===== src/rtl/pattern_generator.sv =====
// pattern_generator: serializes parallel words accepted over valid/ready onto a
// serial_pattern/enable pair. Each word is framed by enable, followed by a
// programmable number of enable-low gap cycles (none when GAP = 0).
module pattern_generator #(
  parameter int WIDTH     = 8,
  parameter bit MSB_FIRST = 1'b1,
  parameter int GAP       = 1
) (
  input  logic             clk,
  input  logic             rst,
  input  logic [WIDTH-1:0] data_in,
  input  logic             data_valid,
  output logic             data_ready,
  output logic             serial_pattern,
  output logic             enable,
  output logic             busy,
  output logic             done
);

  localparam int CW = $clog2(WIDTH);
  localparam logic [CW-1:0] CNT_LAST = CW'(WIDTH - 1);
  localparam logic [CW-1:0] CNT_ONE  = CW'(1);
  localparam logic [3:0]    GAP_M1   = (GAP > 0) ? 4'(GAP - 1) : 4'd0;

  typedef enum logic [1:0] {
    ST_IDLE  = 2'd0,
    ST_SHIFT = 2'd1,
    ST_GAP   = 2'd2
  } state_t;

  state_t           state_q, state_d;
  logic [WIDTH-1:0] shift_q, shift_d;
  logic [CW-1:0]    bit_cnt_q, bit_cnt_d;
  logic [3:0]       gap_cnt_q, gap_cnt_d;
  logic             serial_q, serial_d;
  logic             enable_q, enable_d;
  logic             busy_q, busy_d;
  logic             done_q, done_d;
  logic             ready_s;
  logic             accept_s;
  logic [WIDTH-1:0] shifted_s;

  // Bit that leaves the word first in the configured direction.
  function automatic logic first_bit(input logic [WIDTH-1:0] w);
    return MSB_FIRST ? w[WIDTH-1] : w[0];
  endfunction

  // Word advanced by one position so its next bit becomes the first bit.
  function automatic logic [WIDTH-1:0] shift_word(input logic [WIDTH-1:0] w);
    return MSB_FIRST ? {w[WIDTH-2:0], 1'b0} : {1'b0, w[WIDTH-1:1]};
  endfunction

  // Ready when idle, or on the last bit of a word when streaming without a gap.
  always_comb begin
    ready_s = 1'b0;
    if (rst) begin
      ready_s = 1'b0;
    end else if (state_q == ST_IDLE) begin
      ready_s = 1'b1;
    end else if ((state_q == ST_SHIFT) && (bit_cnt_q == '0) && (GAP == 0)) begin
      ready_s = 1'b1;
    end else begin
      ready_s = 1'b0;
    end
  end

  assign accept_s   = data_valid & ready_s;
  assign shifted_s  = shift_word(shift_q);
  assign data_ready = ready_s;

  // State and output registers; reset discards any in-flight word.
  always_ff @(posedge clk or posedge rst) begin
    if (rst) begin
      state_q   <= ST_IDLE;
      shift_q   <= '0;
      bit_cnt_q <= '0;
      gap_cnt_q <= 4'd0;
      serial_q  <= 1'b0;
      enable_q  <= 1'b0;
      busy_q    <= 1'b0;
      done_q    <= 1'b0;
    end else begin
      state_q   <= state_d;
      shift_q   <= shift_d;
      bit_cnt_q <= bit_cnt_d;
      gap_cnt_q <= gap_cnt_d;
      serial_q  <= serial_d;
      enable_q  <= enable_d;
      busy_q    <= busy_d;
      done_q    <= done_d;
    end
  end

  // Next-state selection.
  always_comb begin
    state_d = state_q;
    case (state_q)
      ST_IDLE: begin
        if (accept_s) state_d = ST_SHIFT;
        else          state_d = ST_IDLE;
      end
      ST_SHIFT: begin
        if (bit_cnt_q != '0)  state_d = ST_SHIFT;
        else if (GAP != 0)    state_d = ST_GAP;
        else if (accept_s)    state_d = ST_SHIFT;
        else                  state_d = ST_IDLE;
      end
      ST_GAP: begin
        if (gap_cnt_q == 4'd0) state_d = ST_IDLE;
        else                   state_d = ST_GAP;
      end
      default: state_d = ST_IDLE;
    endcase
  end

  // Datapath and registered-output next values.
  always_comb begin
    shift_d   = shift_q;
    bit_cnt_d = bit_cnt_q;
    gap_cnt_d = gap_cnt_q;
    serial_d  = 1'b0;
    enable_d  = 1'b0;
    done_d    = 1'b0;
    if (accept_s) begin
      shift_d   = data_in;
      bit_cnt_d = CNT_LAST;
      serial_d  = first_bit(data_in);
      enable_d  = 1'b1;
    end else if ((state_q == ST_SHIFT) && (bit_cnt_q != '0)) begin
      shift_d   = shifted_s;
      bit_cnt_d = bit_cnt_q - CNT_ONE;
      serial_d  = first_bit(shifted_s);
      enable_d  = 1'b1;
      done_d    = (bit_cnt_q == CNT_ONE);
    end else if (state_q == ST_SHIFT) begin
      gap_cnt_d = GAP_M1;
    end else if ((state_q == ST_GAP) && (gap_cnt_q != 4'd0)) begin
      gap_cnt_d = gap_cnt_q - 4'd1;
    end else begin
      gap_cnt_d = gap_cnt_q;
    end
    busy_d = (state_d != ST_IDLE);
  end

  assign serial_pattern = serial_q;
  assign enable         = enable_q;
  assign busy           = busy_q;
  assign done           = done_q;

endmodule


===== config.mk =====
export PLATFORM = sky130hd
export DESIGN_NAME = pattern_generator
export DESIGN_NICKNAME = d
export VERILOG_FILES = /design/src/rtl/pattern_generator.sv
export SDC_FILE = /design/constraint.sdc
export NUM_CORES = 1
export LEC_CHECK = 0
export ABC_AREA = 1
export BUFFER_PORTS_ARGS = -buffer_cell sky130_fd_sc_hd__buf_2
export CORE_MARGIN = 2
export CORE_UTILIZATION = 40
export DETAILED_ROUTE_END_ITERATION = 10
export SLEW_MARGIN = 30
export SYNTH_ARGS = -nofsm -noshare
export SYNTH_HDL_FRONTEND = slang
export SYNTH_SLANG_ARGS = --single-unit
export TNS_END_PERCENT = 5

===== constraint.sdc =====
create_clock -name clk -period 1.2 [get_ports clk]
set_input_delay 0.24 -clock clk [delete_from_list [all_inputs] [get_ports clk]]
set_output_delay 0.24 -clock clk [all_outputs]
set_load 0.02 [all_outputs]

==> load_flow_metrics.sql <==
INSERT INTO impl_metrics (metric_group, metric, value, unit) VALUES
('detailed_routing', 'drt-pass1-iter-count', '3', ''),
('yosys', 'proportion_of_synthesized_chip_area_in_sequential_cells', '48.90', '%'),
('detailed_routing', 'vias', '908', ''),
('critical_path', 'worstSetupPathType', 'flop to primary output', ''),
('grt', 'grt_pass1_wl', '3.491', 'mm'),
('placement', 'dp_hpwl', '1.619', 'mm'),
('clock_tree', 'cts.htree.levels', '1', ''),
('yosys', 'synth.yosys.warnings', '0', ''),
('critical_path', 'crit_fanout', '2', ''),
('detailed_routing', 'first_iter_violations', '3', ''),
('grt', 'first_global_vias', '852', ''),
('power_and_ir_drop', 'switchingPower', '1424', 'µW'),
('timing', 'finalCriticalPeriod', '1.290', 'ns'),
('clock_tree', 'clk-insertion-delay-late', '0.28', 'ns'),
('yosys', 'largest_cells_by_area_after_synthesis', 'dfrtp_1, nand2_1, nand3_1, ha_1, inv_1', ''),
('critical_path', 'worst-endpoint-required', '0.96', 'ns'),
('power_and_ir_drop', 'p_total', '3421', 'µW'),
('yosys', 'synth.cell_area', '1023', 'µm²'),
('detailed_routing', 'drt_drc_violations_left', '0', ''),
('detailed_routing', 'detail_route.vias_per_cell', '4.804', ''),
('die', 'fp-row-count', '18', ''),
('run_status', 'status', 'finished, violations left', ''),
('yosys', 'synthDominantCellAreaShare', '48.90', '%'),
('finish', 'diodes', '0', ''),
('power_and_ir_drop', 'intPower', '1997', 'µW'),
('finish', 'layout.cell_area.non_filler', '1353', 'µm²'),
('finish', 'post_route_cells_drive_above_1_share', '37.11', '%'),
('run', 'maxCapViolations', '0', ''),
('finish', 'nFillCells', '237', ''),
('grt', 'grt_overflow', '0', ''),
('yosys', 'average_size_of_a_mapped_cell', '8.389', 'µm²'),
('power_and_ir_drop', 'seq_power_share', '33.2', '%'),
('timing', 'hold_viol_final', '0', ''),
('hold_path', 'hold_path_class', 'input pin to asynchronous set/reset pin', ''),
('clock_tree', 'cts_clock_pin_slew_for_the_worst_setup_and_hold_paths', '0.10', 'ns'),
('power_and_ir_drop', 'worst_ir_drop_vdd', '1.277', 'mV'),
('die', 'design.die.area', '2980', 'µm²'),
('power_and_ir_drop', 'power.share.clock', '8.8', '%'),
('clock_tree', 'numClockSinks', '20', ''),
('placement', 'dpl_cell_area', '1267', 'µm²'),
('grt', 'maximum_number_of_pins_on_one_net_before_global_route_repair', '21', ''),
('timing', 'rsz0062_at_grt', 'yes', ''),
('clock_tree', 'max_clock_buf_depth', '2', ''),
('die', 'initial_core_util', '41.69', '%'),
('yosys', 'postSynthCellCount', '122', ''),
('timing', 'setup_violations', '10', ''),
('power_and_ir_drop', 'leakage', '0.0007099', 'µW'),
('yosys', 'synth.net_count', '138', ''),
('critical_path', 'worstSetupStartpointType', 'flop', ''),
('placement', 'place_ws', '-0.04916', 'ns'),
('placement', 'portbufs', '15', ''),
('clock_tree', 'clock-root-buffer', 'clkbuf_4', ''),
('grt', 'gr-usage-all-layers', '16.38', '%'),
('finish', 'fin_nets', '177', ''),
('timing', 'drv_slew', '0', ''),
('clock_tree', 'cts_made_buffers', '3', ''),
('timing', 'maxSlewHeadroom', '82.65', '%'),
('clock_tree', 'cts-hold-fix-buffers', '0', ''),
('finish', 'final_core_util', '55.10', '%'),
('grt', 'antenna_found_initial', '0', ''),
('timing', 'totalNegativeSetupSlack', '-0.2805', 'ns'),
('finish', 'area_growth_syn_to_layout', '32.15', '%'),
('timing', 'fin_skew', '0.001722', 'ns'),
('power_and_ir_drop', 'power_density', '2529', 'nW/µm²'),
('critical_path', 'critPathCaptureType', 'primary output', ''),
('die', 'top_level_ports', '16', ''),
('detailed_routing', 'postRouteAntennaNets', '0', ''),
('power_and_ir_drop', 'power.combinational.fraction', '58.0', '%'),
('run_status', 'violations', 'setup timing', ''),
('die', 'die_w', '54.59', 'µm'),
('die', 'placeableCoreArea', '2455', 'µm²'),
('die', 'dieHeight', '54.59', 'µm'),
('critical_path', 'critPathArrivalTime', '1.05', 'ns'),
('yosys', 'synth_seq_cells', '20', ''),
('timing', 'fmax', '775.1', 'MHz'),
('timing', 'layout_worst_path_cycle_share', '107.5', '%'),
('clock_tree', 'tritoncts', 'yes', ''),
('yosys', 'synth_top_area_cell', 'dfrtp_1', ''),
('placement', 'gp_congestion', '0.7192', ''),
('timing', 'post-route-worst-setup-slack', '-0.09022', 'ns'),
('yosys', 'synth_cell_types', '17', ''),
('detailed_routing', 'totalWireLength', '2.051', 'mm'),
('timing', 'timing_worst_slew_pin_value', '0.2603', 'ns'),
('power_and_ir_drop', 'sw_frac_of_total', '41.63', '%'),
('detailed_routing', 'detail_route.wl_per_cell', '10.85', 'µm');
[layout by cell type, fill, tap and decap left out, drive strengths merged]
| master | count |
|---|---|
| nand2 | 38 |
| buf | 37 |
| dfrtp | 20 |
| nand3 | 20 |
| inv | 13 |
| nor2 | 8 |
| o21ai | 6 |
| ha | 5 |
| nand3b | 4 |
| clkbuf | 3 |
| a21oi | 2 |
| clkinvlp | 1 |
| nor3 | 1 |
| o211ai | 1 |
[through the flow]
stage,hold WS [ns],instances
floorplan,0.09694,122
global placement,0.3492,183
detailed placement,0.3512,183
CTS,0.02636,189
global route,0.05722,189
finish,0.03336,189
[cells by family after synthesis]
family / share of synthesized area, %
and+or+nand+nor: 32.03
DFF: 48.90
buffers and inverters: 7.213
AOI/OAI and AO/OA: 5.746
adders and majority gates: 6.112
[sequential cells by signal, summed over array words and instances, names as in the netlist]
register	cells
bit_cnt_q	3
shift_q	7
gap_cnt_q	4
done	1
enable	1
serial_pattern	1
busy	1
state_q	2
[cells in the mapped netlist (all sizes together)]
cell / instances
nand2: 38
dfrtp: 20
nand3: 20
inv: 14
nor2: 8
o21ai: 6
ha: 5
nand3b: 4
buf: 3
a21oi: 2
nor3: 1
o211ai: 1
[power groups by stage]
stage / combinational, µW / sequential (µW) / clock [µW]
3_5_place_dp: 1790 / 1170 / 0
3_3_place_gp: 1740 / 1160 / 0
4_1_cts: 1910 / 1140 / 321
5_1_grt: 2260 / 1170 / 349
2_1_floorplan: 1080 / 1220 / 0
6_report: 1980 / 1140 / 301
[worst max-delay path: stages, from the launching register on]
cell and delay, ns:
dfrtp_1 0.42, nor3_4 0.20, buf_6 0.14
[metal layers]
| metal | share of wire (%) | wire length (µm) | track usage (%) | up-vias |
|---|---|---|---|---|
| met3 | 2.1 | 43 | 2.459 | 2 |
| met2 | 54 | 1099 | 30.75 | 7 |
| met5 | 0 | 0 | 0 | - |
| met4 | 0.49 | 10 | 5.000 | 0 |
| met1 | 44 | 898 | 18.73 | 434 |
| li1 | - | - | - | 465 |
[final timing paths]
kind                            slack [ns]              to  cells past startpoint        from
worst max-delay path                 -0.09      data_ready                      2  state_q[0]
worst min-delay path                  0.03            busy                      3         rst
worst min register to register        0.49      shift_q[3]                      2  shift_q[3]
min in group clk                      0.19  serial_pattern                      3  data_in[7]
worst max register to register       -0.03    bit_cnt_q[1]                      7  state_q[0]
max in group asynchronous             0.94      state_q[1]                      3         rst
[timing repair]
item                                    in CTS  in global routing
pin swaps                                    3                  2
endpoints found under the setup margin      11                 19
resized for setup                            9                 10
buffers inserted                             3                  0
[cell type report]
cell class,instances,area [µm²],area share [%]
multi-input combinational,85,480.5,35.52
inverter,14,56.30,4.163
sequential,20,501.7,37.10
timing repair buffer,37,254.0,18.78
clock buffer,3,22.52,1.665
tap,30,37.54,2.775
Power figures use the tool's default switching activity.
